`src/rtl/reset_seq_ctrl.sv`:
```
`default_nettype none
// ============================================================================
//  Module   : reset_seq_ctrl
//  Brief    : Reset sequencer for the outer interconnect. Asserts all N_DOM
//             domain resets together, holds them for HOLD_CYC cycles, then
//             releases them one by one (domain 0 first) every STEP_CYC cycles.
//             Reset sources: power-on, software pulse, external level and,
//             when RESET_SEQ_WDT_EN is defined, a watchdog with i_wdt_kick.
//  Revision : 1.0 - initial release
// ============================================================================
module reset_seq_ctrl #(
    parameter int N_DOM    = 3,
    parameter int HOLD_CYC = 16,
    parameter int STEP_CYC = 8,
    parameter int CNT_W    = 8,
    parameter int WDT_CYC  = 1024
) (
    input  logic             i_clk,
    input  logic             i_rst_n,
    input  logic             i_sw_rst,
    input  logic             i_ext_rst,
`ifdef RESET_SEQ_WDT_EN
    input  logic             i_wdt_kick,
`endif
    output logic [N_DOM-1:0] o_rst,
    output logic             o_busy,
    output logic [1:0]       o_cause
);

    typedef enum logic [1:0] {
        ST_HOLD = 2'd0,
        ST_REL  = 2'd1,
        ST_RUN  = 2'd2
    } state_t;

    localparam int                 c_IDX_W     = (N_DOM > 1) ? $clog2(N_DOM) : 1;
    localparam logic [CNT_W-1:0]   c_HOLD_LAST = CNT_W'(HOLD_CYC - 1);
    localparam logic [CNT_W-1:0]   c_STEP_LAST = CNT_W'(STEP_CYC - 1);
    localparam logic [c_IDX_W-1:0] c_IDX_LAST  = c_IDX_W'(N_DOM - 1);
    localparam logic [1:0]         c_CAUSE_POR = 2'd0;
    localparam logic [1:0]         c_CAUSE_SW  = 2'd1;
    localparam logic [1:0]         c_CAUSE_EXT = 2'd2;
    localparam logic [1:0]         c_CAUSE_WDT = 2'd3;

    state_t             r_state, w_state_nxt;
    logic [CNT_W-1:0]   r_cnt, w_cnt_nxt;
    logic [c_IDX_W-1:0] r_idx, w_idx_nxt, w_idx_inc;
    logic [N_DOM-1:0]   r_rst, w_rst_nxt;
    logic               r_busy, w_busy_nxt;
    logic [1:0]         r_cause, w_cause_nxt, w_req_cause;
    logic               w_wdt_req;
    logic               w_req;

`ifdef RESET_SEQ_WDT_EN
    localparam logic [15:0] c_WDT_LAST = 16'(WDT_CYC - 1);

    logic [15:0] r_wdt, w_wdt_nxt;

    // Watchdog runs only in RUN; a kick or any restart clears it
    always_comb begin
        w_wdt_req = (r_state == ST_RUN) && !i_wdt_kick && (r_wdt == c_WDT_LAST);
        w_wdt_nxt = r_wdt + 16'd1;
        if ((r_state != ST_RUN) || i_wdt_kick || w_wdt_req) begin
            w_wdt_nxt = 16'd0;
        end
    end

    // Watchdog counter register
    always_ff @(posedge i_clk or negedge i_rst_n) begin
        if (!i_rst_n) begin
            r_wdt <= 16'd0;
        end else begin
            r_wdt <= w_wdt_nxt;
        end
    end
`else
    assign w_wdt_req = 1'b0;
`endif

    // Request merge; the cause recorded is the highest-priority source
    always_comb begin
        w_req       = i_ext_rst | i_sw_rst | w_wdt_req;
        w_req_cause = c_CAUSE_WDT;
        if (i_ext_rst) begin
            w_req_cause = c_CAUSE_EXT;
        end else if (i_sw_rst) begin
            w_req_cause = c_CAUSE_SW;
        end
    end

    // Sequencer next-state and next-output logic
    always_comb begin
        w_state_nxt = r_state;
        w_cnt_nxt   = r_cnt;
        w_idx_nxt   = r_idx;
        w_rst_nxt   = r_rst;
        w_busy_nxt  = r_busy;
        w_cause_nxt = r_cause;
        w_idx_inc   = r_idx + c_IDX_W'(1);
        if (w_req) begin
            // Any request restarts the whole sequence from a fresh hold
            w_state_nxt = ST_HOLD;
            w_cnt_nxt   = '0;
            w_idx_nxt   = '0;
            w_rst_nxt   = '1;
            w_busy_nxt  = 1'b1;
            w_cause_nxt = w_req_cause;
        end else begin
            case (r_state)
                ST_HOLD: begin
                    if (r_cnt == c_HOLD_LAST) begin
                        w_rst_nxt = r_rst & ~N_DOM'(1);
                        w_idx_nxt = '0;
                        w_cnt_nxt = '0;
                        if (N_DOM > 1) begin
                            w_state_nxt = ST_REL;
                        end else begin
                            w_state_nxt = ST_RUN;
                            w_busy_nxt  = 1'b0;
                        end
                    end else begin
                        w_cnt_nxt = r_cnt + CNT_W'(1);
                    end
                end
                ST_REL: begin
                    if (r_cnt == c_STEP_LAST) begin
                        w_idx_nxt = w_idx_inc;
                        w_rst_nxt = r_rst & ~(N_DOM'(1) << w_idx_inc);
                        w_cnt_nxt = '0;
                        if (w_idx_inc == c_IDX_LAST) begin
                            w_state_nxt = ST_RUN;
                            w_busy_nxt  = 1'b0;
                        end
                    end else begin
                        w_cnt_nxt = r_cnt + CNT_W'(1);
                    end
                end
                default: begin
                    // RUN: everything holds until the next request
                end
            endcase
        end
    end

    // Sequencer state and output registers; power-on restores the full hold
    always_ff @(posedge i_clk or negedge i_rst_n) begin
        if (!i_rst_n) begin
            r_state <= ST_HOLD;
            r_cnt   <= '0;
            r_idx   <= '0;
            r_rst   <= '1;
            r_busy  <= 1'b1;
            r_cause <= c_CAUSE_POR;
        end else begin
            r_state <= w_state_nxt;
            r_cnt   <= w_cnt_nxt;
            r_idx   <= w_idx_nxt;
            r_rst   <= w_rst_nxt;
            r_busy  <= w_busy_nxt;
            r_cause <= w_cause_nxt;
        end
    end

    assign o_rst   = r_rst;
    assign o_busy  = r_busy;
    assign o_cause = r_cause;

endmodule
`default_nettype wire
```
`config.mk`:
```
export PLATFORM = sky130hd
export DESIGN_NAME = reset_seq_ctrl
export DESIGN_NICKNAME = d
export VERILOG_FILES = /design/src/rtl/reset_seq_ctrl.sv
export SDC_FILE = /design/constraint.sdc
export NUM_CORES = 1
export LEC_CHECK = 0
export ABC_CLOCK_PERIOD_IN_PS = 2050
export BUFFER_PORTS_ARGS = -buffer_cell sky130_fd_sc_hd__buf_2
export CAP_MARGIN = 20
export CORE_ASPECT_RATIO = 0.9
export CORE_MARGIN = 2
export CORE_UTILIZATION = 55
export CTS_CLUSTER_DIAMETER = 100
export DETAILED_ROUTE_END_ITERATION = 10
export PLACE_DENSITY = 0.75
export SETUP_SLACK_MARGIN = 0.3
export SYNTH_ARGS = -nofsm -noshare
export SYNTH_HDL_FRONTEND = slang
export SYNTH_SLANG_ARGS = --single-unit
```
`constraint.sdc`:
```
create_clock -name i_clk -period 2.05 [get_ports i_clk]
set_input_delay 0.1025 -clock i_clk [delete_from_list [all_inputs] [get_ports i_clk]]
set_output_delay 0.1025 -clock i_clk [all_outputs]
set_load 0.01 [all_outputs]
```
[After elaboration in Yosys (flattened, before gate mapping)]
Index checks and enable logic that the tools add are counted.
Storage, ports and cells
  register bits after elaboration: 18
  bits in latches: 0
  RAM bits: 0
  bits in read-only memories: 0
  input bits: 4
  output and inout bits: 6
  word-level logic and storage cells: 53
  memories kept: 0
Cells by class
  add/subtract/negate cells: 2
  $mul: 0
  divide/modulo/power cells: 0
  magnitude comparators: 0
  equal/unequal tests: 8
  shift-type cells: 1
  muxes and demuxes: 23
  bitwise gates (word level): 3
  reductions and logical operators: 9
Operators by type and width (number)
  two-way mux 8 bit: 3
  two-way mux 2 bit: 9
  case mux 8 bit (2 select lines): 1
  inequality test 3 bit, second input constant: 3
  AND reduction 3 bit: 3
  adder 8 x 1 -> 8 bit, second input constant: 1
  equality test 8 x 3 -> 1 bit, second input constant: 1
  equality test 8 x 4 -> 1 bit, second input constant: 1
  case mux 2 bit (2 select lines): 2
  two-way mux 3 bit: 2
  case mux 3 bit (2 select lines): 1
  nonzero test 2 bit: 3
  two-way mux 1 bit: 5
  AND reduction 4 bit: 1
  AND 3 bit: 1
  NOT 3 bit: 1
  nonzero test 3 bit: 1
  left shift 1 x 2 -> 3 bit, first input constant: 1
  adder 2 x 1 -> 2 bit, second input constant: 1
  equality test 2 x 1 -> 1 bit, second input constant: 1
  equality test 2 bit, second input constant: 1
  logical NOT 2 bit: 1
  inequality test 2 bit, second input constant: 1
  bitwise OR 1 bit: 1

[Depth between registers and ports, before layout]
Gate-level depths: netlist (run 1).
  depth after elaboration: 7
  mapped depth: 5
  mapped depth without buffers: 5

[Least setup slack after synthesis (run 1)]
No wires, ideal clock.
  kind: reg2reg
  start point: register r_cnt[4]
  end point: register r_idx[1]
  setup time: 0.122 ns
  arrival time: 1.677 ns
  required time: 1.928 ns
  slack: 0.251 ns
  cell stages (with the launch flop): 5
  path buffers: 1
  path through: dfrtp_1 -> or4_4 -> buf_6 -> or3_4 -> a32o_1
On the way
  word-level cells in the longest chain between the ends: 3
Ends and longest elaborated chain
  start, declared: RTL line 46  | logic [CNT_W-1:0] r_cnt, w_cnt_nxt;
  start signal, assigned: RTL line 156  | r_cnt <= w_cnt_nxt;
  equality test 8 x 3 -> 1 bit or equality test 8 x 4 -> 1 bit (tied branches): RTL line 126, 111
  inequality test 3 bit (no source line)
  AND reduction 3 bit (no source line) (*)
  end signal, assigned: RTL line 157  | r_idx <= w_idx_nxt;
  end, declared: RTL line 47  | logic [c_IDX_W-1:0] r_idx, w_idx_nxt, w_idx_inc;
Mark *: on every way between the ends. The rest lies on a longest branch, timed or not.
A chain may end at the register's enable or synchronous reset.

[Final worst setup path (run 1)]
  start point: register r_cnt[7]
  end point: register r_rst[0] (netlist: o_rst[0])
On the way
  word-level cells in the longest chain between the ends: 3
Ends and longest elaborated chain
  equality test 8 x 3 -> 1 bit or equality test 8 x 4 -> 1 bit (tied branches): RTL line 126, 111
  inequality test 3 bit (no source line)
  AND reduction 3 bit (no source line) (*)
  end signal, assigned: RTL line 158  | r_rst <= w_rst_nxt;
  end, declared: RTL line 48  | logic [N_DOM-1:0] r_rst, w_rst_nxt;
Marked as above.

==> metrics.txt, run 1 <==
Clk pwr share 35.8%; Area Overhead vs Synth 14.7%; PortBufs 9; simple-gate area share of the yosys netlist 19.7%; Setup TNS 0 ns; complex-gate fraction of the synthesized area 17.2%; CTS Buf Count 3; Initial Utilization 56.6%; Residual DRC 0; Reg clk slew, reported paths 0.11 ns; Synth Flop Type dfrtp_1; ratio of cells with drive above 1 in the final layout 22.8%; final layout net count 110; Finish-stage setup viols 0; final worst-path cycle share 85.4%; Synth area leaders dfrtp_1 (38%), dfstp_2 (11%), ha_1 (5.4%), nor2_1 (3.3%), inv_1 (2.8%); vias in the first global route 613; r2r startpoint r_cnt[7]$_DFFE_PN0P_; worst min path class in2reg; CTS tree done; Chip Width 47.2 um; Yosys top cell by area dfrtp_1; Total Die Area 2020 um2; flops & latches, synth 18; clk_skew 0.00676 ns; final core occ 64.9%; fmax 571 MHz; drt first-iter violations 29; post-synth cell types 38; placed cells 119; end of the worst hold path o_cause[0]$_DFFE_PN0N_; Sw Pwr 140 uW; hold depth 3; DR vias/cell 5.54; Pre-Repair DR Iteration Count 4; part of the power in registers 58.3%; Cell Pwr Density 589 nW/um2; core area 1630 um2; n_diodes 0; CP max FO 7; Final Max Slew Viols 0; CTS root buffer clkbuf_4; max_slew headroom 73.2%; DR vias 692; largest net degree at the start of global routing 19; Skew-Pair Late Insertion Delay 0.30 ns; cells after synthesis 89; Async SR Flop Fraction 100%; YS warnings 0; final hold slack 0.0624 ns; post-route antenna net violation count 0; Crit path required time 2.28 ns; Final min period 1.75 ns; Synth top area share 38.0%; worst hold start i_sw_rst; fin cells 125; GRT Total Usage 19.6%; VDD IR max 0.000427 V; Startpoint Class flop; H-tree depth 1; post-DP HPWL 1160 um; row count 14; mux contribution to synthesized area 1.09%; wirelength, routed 1640 um; total power 622 uW; RR Endpoint o_rst[0]$_DFFE_PN1P_; CP Class reg2reg; post-synthesis xor/xnor area fraction 1.90%; Final Hold Viols 0; # IOs 10; internal power 483 uW; Gate power share 5.9%; Max-cap violations 0; initial antenna violation count 0; CTS sink count 18; post-synthesis net count 97; EDFF count, synth 0; largest family of logic cells by synthesized area simple AND/OR/NAND/NOR gates; total grt overflow 0; Final Wtd Congestion 0.770; Crit. End Element flop; unrepaired setup endpoints after global routing yes; Adder-Cell Fraction of Synth Area 5.43%; register area share after synthesis 49.4%; global-route wire length before repair 2860 um; syn_area_per_cell 10.4 um2; switching share of power 22.5%; Tightest Pin Transition 0.399 ns; WL/cell 13.2 um; Synth Cell Area 922 um2; clk buf depth 2; Die Y 42.8 um; status complete, no violations; Reg2Reg Setup Slack 0.30 ns; Pleak 0.000405 uW; CP arrival 1.98 ns; R2R depth 3
==> stage by stage <==
stage	worst slack [ns]	cell area [um2]
after floorplan	0.307	922
after global placement	0.281	982
after detailed placement	0.273	982
after CTS	0.294	1050
after global routing	0.262	1060
final	0.299	1060
==> power by group through the flow <==
| stage | Combinational (uW) | Sequential (uW) | Clock [uW] |
|---|---|---|---|
| after floorplan | 13.5 | 371 | 0 |
| after global placement | 32.0 | 369 | 0 |
| after detailed placement | 32.3 | 369 | 0 |
| after CTS | 36.7 | 363 | 224 |
| after global routing | 42.6 | 364 | 244 |
| final | 36.5 | 363 | 223 |
==> cells in the final DEF (no fill, tap or decap), drive strengths merged, types with 4 or more instances in the layout <==
master / netlist / routed
buf: 1 / 10
nand2: 6 / 6
a21oi: 4 / 4
inv: 7 / 7
ha: 4 / 4
dfstp: 4 / 4
nor2: 8 / 8
or3: 4 / 4
clkbuf: 3 / 4
dfrtp: 14 / 14
==> worst max-delay path: stages (launching register included) <==
cell	delay, ns
dfrtp_1	0.42
or4_4	0.61
or3_4	0.40
a211o_1	0.26
==> cells in the mapped netlist (2+ instances only) <==
library cell	count
a21oi_1	4
clkbuf_1	3
dfrtp_1	14
dfstp_2	4
ha_1	4
inv_1	7
nand2_1	6
nand3_1	3
nor2_1	8
o211ai_1	2
o21ai_1	2
o22ai_1	2
o311ai_0	2
or3_1	3
xnor2_1	2
==> flip-flops by register name, indices dropped and copies added (netlist names) <==
| signal | flops |
|---|---|
| o_rst | 3 |
| r_cnt | 8 |
| o_busy | 1 |
| o_cause | 2 |
| r_idx | 2 |
| r_state | 2 |
==> final cells by class <==
class | count | area (um2)
Fill cell | 128 | 572
Sequential cell | 18 | 455
Multi-Input combinational cell | 60 | 437
Timing Repair Buffer | 12 | 72.6
Clock buffer | 4 | 36.3
Tap cell | 24 | 30.0
Inverter | 7 | 26.3
==> repair_timing <==
action | 4_1_cts | 5_1_grt
pin swaps | 0 | 1
setup buffers | 0 | 0
cloned | 0 | 0
hold endpoints to repair | 15 | 0
setup endpoints to repair | 6 | 7
gates resized for setup | 1 | 1
hold buffers | 2 | 0
==> logic make-up after synthesis <==
family                   after synthesis
multiplexers                           1
AND/OR/NAND/NOR                       32
AO/OA/AOI/OAI                         21
adder cells (fa/ha/maj)                4
buffers and inverters                 11
XOR/XNOR                               2
flip-flops                            18
==> per-layer routing <==
metal | part of all wire [%] | global-route usage [%] | vias up
met5 | 0 | 0 | -
met4 | 1.4 | 5.00 | 0
met3 | 5.4 | 3.83 | 4
met2 | 44 | 27.4 | 26
met1 | 49 | 30.7 | 317
li1 | - | - | 345
==> worst max-delay path by stage <==
stage,end,slack (ns),start,cells past startpoint
2_1_floorplan,r_idx[1]$_DFFE_PN0P_,0.31,r_cnt[5]$_DFFE_PN0P_,4
3_3_place_gp,r_cnt[0]$_DFFE_PN0P_,0.28,r_cnt[5]$_DFFE_PN0P_,3
3_5_place_dp,r_cnt[0]$_DFFE_PN0P_,0.27,r_cnt[5]$_DFFE_PN0P_,3
4_1_cts,r_idx[1]$_DFFE_PN0P_,0.29,r_cnt[5]$_DFFE_PN0P_,3
5_1_grt,o_rst[0]$_DFFE_PN1P_,0.26,r_cnt[5]$_DFFE_PN0P_,3
6_report,o_rst[0]$_DFFE_PN1P_,0.30,r_cnt[7]$_DFFE_PN0P_,3
Note: power is estimated with default switching activity, not from simulation.
==> run 2: changes to the inputs <==
Settings changed: PLACE_DENSITY 0.75 to 0.86.
==> run 2 against run 1 <==
  * Clock skew up 0.00062 ns
  * Sequential cell count unchanged
  * Register-to-register slack about the same
  * Final cell count up 4.0%
  * Clock power up 4%
  * Hold slack worse by 0.0083 ns
  * Global-route usage up 2.5 points
  * Cell area up 3.6%
  * Maximum frequency up 0.17%
  * Clock-buffer cell count unchanged
  * Die area unchanged
  * Critical endpoint unchanged
  * Highest routed layer unchanged
==> metrics.txt, run 2 (synthesis gave the netlist of run 1 again) <==
r2r startpoint r_cnt[7]$_DFFE_PN0P_; Final min period 1.75 ns; Final Hold Viols 0; worst min path class in2reg; max_slew headroom 68.6%; Crit. End Element flop; Setup TNS 0 ns; final worst-path cycle share 85.3%; core area 1630 um2; PortBufs 9; final layout net count 115; Tightest Pin Transition 0.467 ns; wirelength, routed 1890 um; drt first-iter violations 24; VDD IR max 0.000590 V; Residual DRC 0; Cell Pwr Density 577 nW/um2; register with the most flip-flops r_cnt; Total Die Area 2020 um2; CP Class reg2reg; Die Y 42.8 um; DR vias 741; n_diodes 0; CP max FO 6; DR vias/cell 5.70; CP arrival 2.00 ns; Area Overhead vs Synth 18.7%; Crit path required time 2.30 ns; status complete, no violations; max FFs per register 8; Reg clk slew, reported paths 0.11 ns; total power 632 uW; # IOs 10; vias in the first global route 662; Max-cap violations 0; Placement Cell Area 982 um2; RR Endpoint o_rst[0]$_DFFE_PN1P_; CTS Buf Count 3; fin area 1090 um2; largest stage delay on the critical path 0.61 ns; Finish-stage setup viols 0; clk_skew 0.00738 ns; Pre-Repair DR Iteration Count 4; crit path to o_rst[0]$_DFFE_PN1P_; clk buf depth 2; most common cell after layout, fill and taps aside dfrtp_1; GRT Total Usage 22.1%; ratio of cells with drive above 1 in the final layout 26.4%; Pleak 0.000429 uW; H-tree depth 1; crit path cell chain or4_4 -> or3_4 -> a211o_1; most frequent cells in the layout dfrtp_1 (14), buf_2 (9), nor2_1 (8), inv_1 (7); post-DP HPWL 1210 um; Crit-path slowest cell or4_4; CTS tree done; Skew-Pair Late Insertion Delay 0.31 ns; largest net degree at the start of global routing 19; R2R depth 3; Final Wtd Congestion 0.833; Startpoint Class flop; total grt overflow 0; row count 14; fmax 572 MHz; unrepaired setup endpoints after global routing yes; Worst Setup SP r_cnt[7]$_DFFE_PN0P_; post-route antenna net violation count 0; Reg2Reg Setup Slack 0.30 ns; CTS sink count 18; WL/cell 14.5 um; Chip Width 47.2 um; initial antenna violation count 0; Final Max Slew Viols 0; global-route wire length before repair 3010 um; Initial Utilization 56.6%; CTS root buffer clkbuf_4
-- run 2: cell count changes in the layout (fill, tap and decap cells not counted), sizes merged --
cell	delta
buf	+5
-- run 2: layer usage --
layer,global-route usage [%],wire length [um],vias up
li1,-,-,357
met1,32.2,913,353
met2,30.1,847,27
met3,2.55,74,4
met4,15.0,54,0
met5,0,0,-
-- run 2: critical path, delay by kind of cell (launching register included) --
kind	cells	cell delay, ns
compound gates	1	0.27
flops	1	0.41
simple gates	2	1.02
-- run 2: timing repair --
| action | 4_1_cts | 5_1_grt |
|---|---|---|
| resized for setup | 1 | 1 |
| hold endpoints to repair | 15 | 0 |
| setup buffers | 1 | 4 |
| endpoints found under the setup margin | 8 | 7 |
| hold buffers | 2 | 0 |
| pin swaps | 1 | 1 |
-- run 2: cell type report --
type,instances,area [um2]
Clock buffer,4,36.3
Sequential cell,18,455
Fill cell,126,534
Tap cell,24,30.0
Multi-Input combinational cell,60,437
Timing Repair Buffer,17,110
Inverter,7,26.3
-- run 2: worst min-delay path by stage --
stage | start | to | slack, ns | cells after the start
3_5_place_dp | i_rst_n | r_cnt[2]$_DFFE_PN0P_ | 0.05 | 1
2_1_floorplan | i_rst_n | o_cause[0]$_DFFE_PN0N_ | -0.19 | 0
4_1_cts | i_sw_rst | o_cause[0]$_DFFE_PN0N_ | 0.06 | 3
5_1_grt | i_sw_rst | o_cause[0]$_DFFE_PN0N_ | 0.08 | 3
6_report | i_sw_rst | o_cause[0]$_DFFE_PN0N_ | 0.05 | 3
3_3_place_gp | i_rst_n | r_cnt[2]$_DFFE_PN0P_ | 0.04 | 1
-- run 2: power by group --
part           total, uW  internal, uW  switching, uW
Sequential           363           360           3.01
Combinational       36.6          14.3           22.3
Clock                232           109            124
Total                632           483            149
-- run 2: metrics by stage --
stage          instances  hold WS (ns)  setup WS, ns  util (%)
3_3_place_gp         119        0.0433         0.297      60.3
4_1_cts              126        0.0645         0.306      64.8
3_5_place_dp         119        0.0509         0.247      60.3
2_1_floorplan         89        -0.193         0.307         -
5_1_grt              130        0.0773         0.275      67.2
6_report             130        0.0541         0.302      67.2
==> run 3: changes to the inputs <==
Settings changed: ABC_CLOCK_PERIOD_IN_PS 2050 to 1400, CORE_UTILIZATION 55 to 50, PLACE_DENSITY 0.86 to 0.83, REMOVE_ABC_BUFFERS set to 1.
Clock period 2.05 ns to 1.4 ns, I/O delays scaled along.
==> run 3 against run 2 <==
  * The run now ends with setup timing left
  * Register-to-register slack got worse by 0.58 ns
  * First-iteration DRC count up 46%
  * Clock power up 16%
  * Routed wire length grew 18%
  * Sequential cell count is the same
  * Utilization up 6.6 points
  * Setup slack got worse by 0.58 ns
  * Critical path depth is the same
  * Largest cell class is now multi-input combinational cells
  * Largest power group unchanged
==> metrics.txt, run 3 (synthesis gave the netlist of run 1 again) <==
status finished with violations; failing checks setup timing; max_slew headroom 71.2%; clk buf depth 2; hold depth 3; crit path cell chain or4_4 -> or3_4 -> a32o_1; CP max FO 4; ratio of cells with drive above 1 in the final layout 44.8%; CTS root buffer clkbuf_4; CP Class reg2reg; H-tree depth 1; fmax 595 MHz; register with the most flip-flops r_cnt; Crit-path slowest cell or4_4; Tightest Pin Transition 0.427 ns; Crit. End Element flop; CTS Buf Count 3; WL/cell 15.9 um; Residual DRC 0; final worst-path cycle share 120%; # IOs 10; total power 870 uW; Final Hold Viols 0; fin area 1250 um2; total grt overflow 0; PortBufs 9; Startpoint Class flop; R2R depth 3; Initial Utilization 54.3%; core area 1700 um2; DR vias 824; CTS tree done; Pre-Repair DR Iteration Count 4; global-route wire length before repair 3320 um; Crit path max-delay family simple AND/OR/NAND/NOR gates; worst slack, placed -0.307 ns; post-route antenna net violation count 0; Placement Cell Area 1090 um2; CTS sink count 18; Final min period 1.68 ns; post-DP HPWL 1360 um; final layout net count 125; Finish-stage setup viols 15; CP arrival 1.87 ns; Total Die Area 2200 um2; VDD IR max 0.000769 V; Die Y 44.7 um; Final Wtd Congestion 0.862; Crit path required time 1.59 ns; final core occ 73.8%; clk_skew 0.00725 ns; Area Overhead vs Synth 36.0%; Post CTS Setup Buffer Count 0; wirelength, routed 2230 um; initial antenna violation count 0; Skew-Pair Late Insertion Delay 0.29 ns; Final WS setup -0.280 ns; largest net degree at the start of global routing 19; Cell Pwr Density 694 nW/um2; row count 14; Chip Width 49.3 um; FILL cells 121; drt first-iter violations 35; Pleak 0.000491 uW; most common cell after layout, fill and taps aside dfrtp_1; unrepaired setup endpoints after global routing yes; worst hold start i_sw_rst; worst min path class in2reg; Critical path buffers and inverters 0; Worst path depth 3; Reg clk slew, reported paths 0.10 ns; Worst Setup SP r_cnt[5]$_DFFE_PN0P_; vias in the first global route 780; largest stage delay on the critical path 0.57 ns; Max-cap violations 0; r2r startpoint r_cnt[5]$_DFFE_PN0P_; max FFs per register 8; most frequent cells in the layout dfrtp_1 (14), buf_4 (13), buf_2 (9), nor2_1 (8), inv_1 (7); GRT Total Usage 20.8%; DR vias/cell 5.89; Setup TNS -2.89 ns; Final Max Slew Viols 0; n_diodes 0
## run 3: cell types whose count changed in the layout (fill, tap and decap cells not counted), moves of 2 or more
cell / delta
a21oi_1: -4
a21oi_2: +4
o21ai_1: -2
buf_4: +7
o21ai_2: +2
buf_6: +3
## run 3: metal layers
metal	part of all wire [%]	up-vias	global-route usage, %
met4	1.4	0	12.0
met2	50	27	37.0
met5	0	-	0
met1	44	417	24.0
li1	-	376	-
met3	4.5	4	3.97
## run 3: worst min-delay path, stage by stage
cell,delay [ns]
buf_2,0.10
nor2_1,0.05
nor2_1,0.09
## run 3: layout make-up
class,instances,area [um2],share of cell area (%)
Inverter,7,26.3,2.10
Sequential cell,18,455,36.3
Timing Repair Buffer,27,196,15.7
Tap cell,24,30.0,2.40
Clock buffer,4,26.3,2.10
Multi-Input combinational cell,60,519,41.4
## run 3: timing repair
action | 4_1_cts | 5_1_grt
pin swaps | 12 | 10
hold buffers | 2 | 0
cloned | 0 | 0
setup endpoints to repair | 16 | 16
hold endpoints to repair | 20 | 0
gates resized for setup | 10 | 12
## run 3: final timing paths
kind / endpoint / slack [ns]
worst max-delay path: r_idx[1]$_DFFE_PN0P_ / -0.28
worst min-delay path: o_cause[0]$_DFFE_PN0N_ / 0.06
worst max register to register: r_idx[1]$_DFFE_PN0P_ / -0.28
worst min register to register: o_cause[1]$_DFFE_PN0N_ / 0.50
max in group asynchronous: o_rst[2]$_DFFE_PN1P_ / 0.85
min in group asynchronous: r_cnt[7]$_DFFE_PN0P_ / 0.22
## run 3: report_power, final
part           internal [uW]  switching, uW  total [uW]
combinational           29.1           39.0        68.0
clock                    111            159         270
sequential               527           4.93         532
## run 3: per-stage QoR
| stage | cells | hold WS [ns] |
|---|---|---|
| finish | 140 | 0.0581 |
| detailed placement | 134 | 0.0186 |
| CTS | 140 | 0.0477 |
| floorplan | 85 | -0.226 |
| global route | 140 | 0.0560 |
| global placement | 134 | 0.00887 |
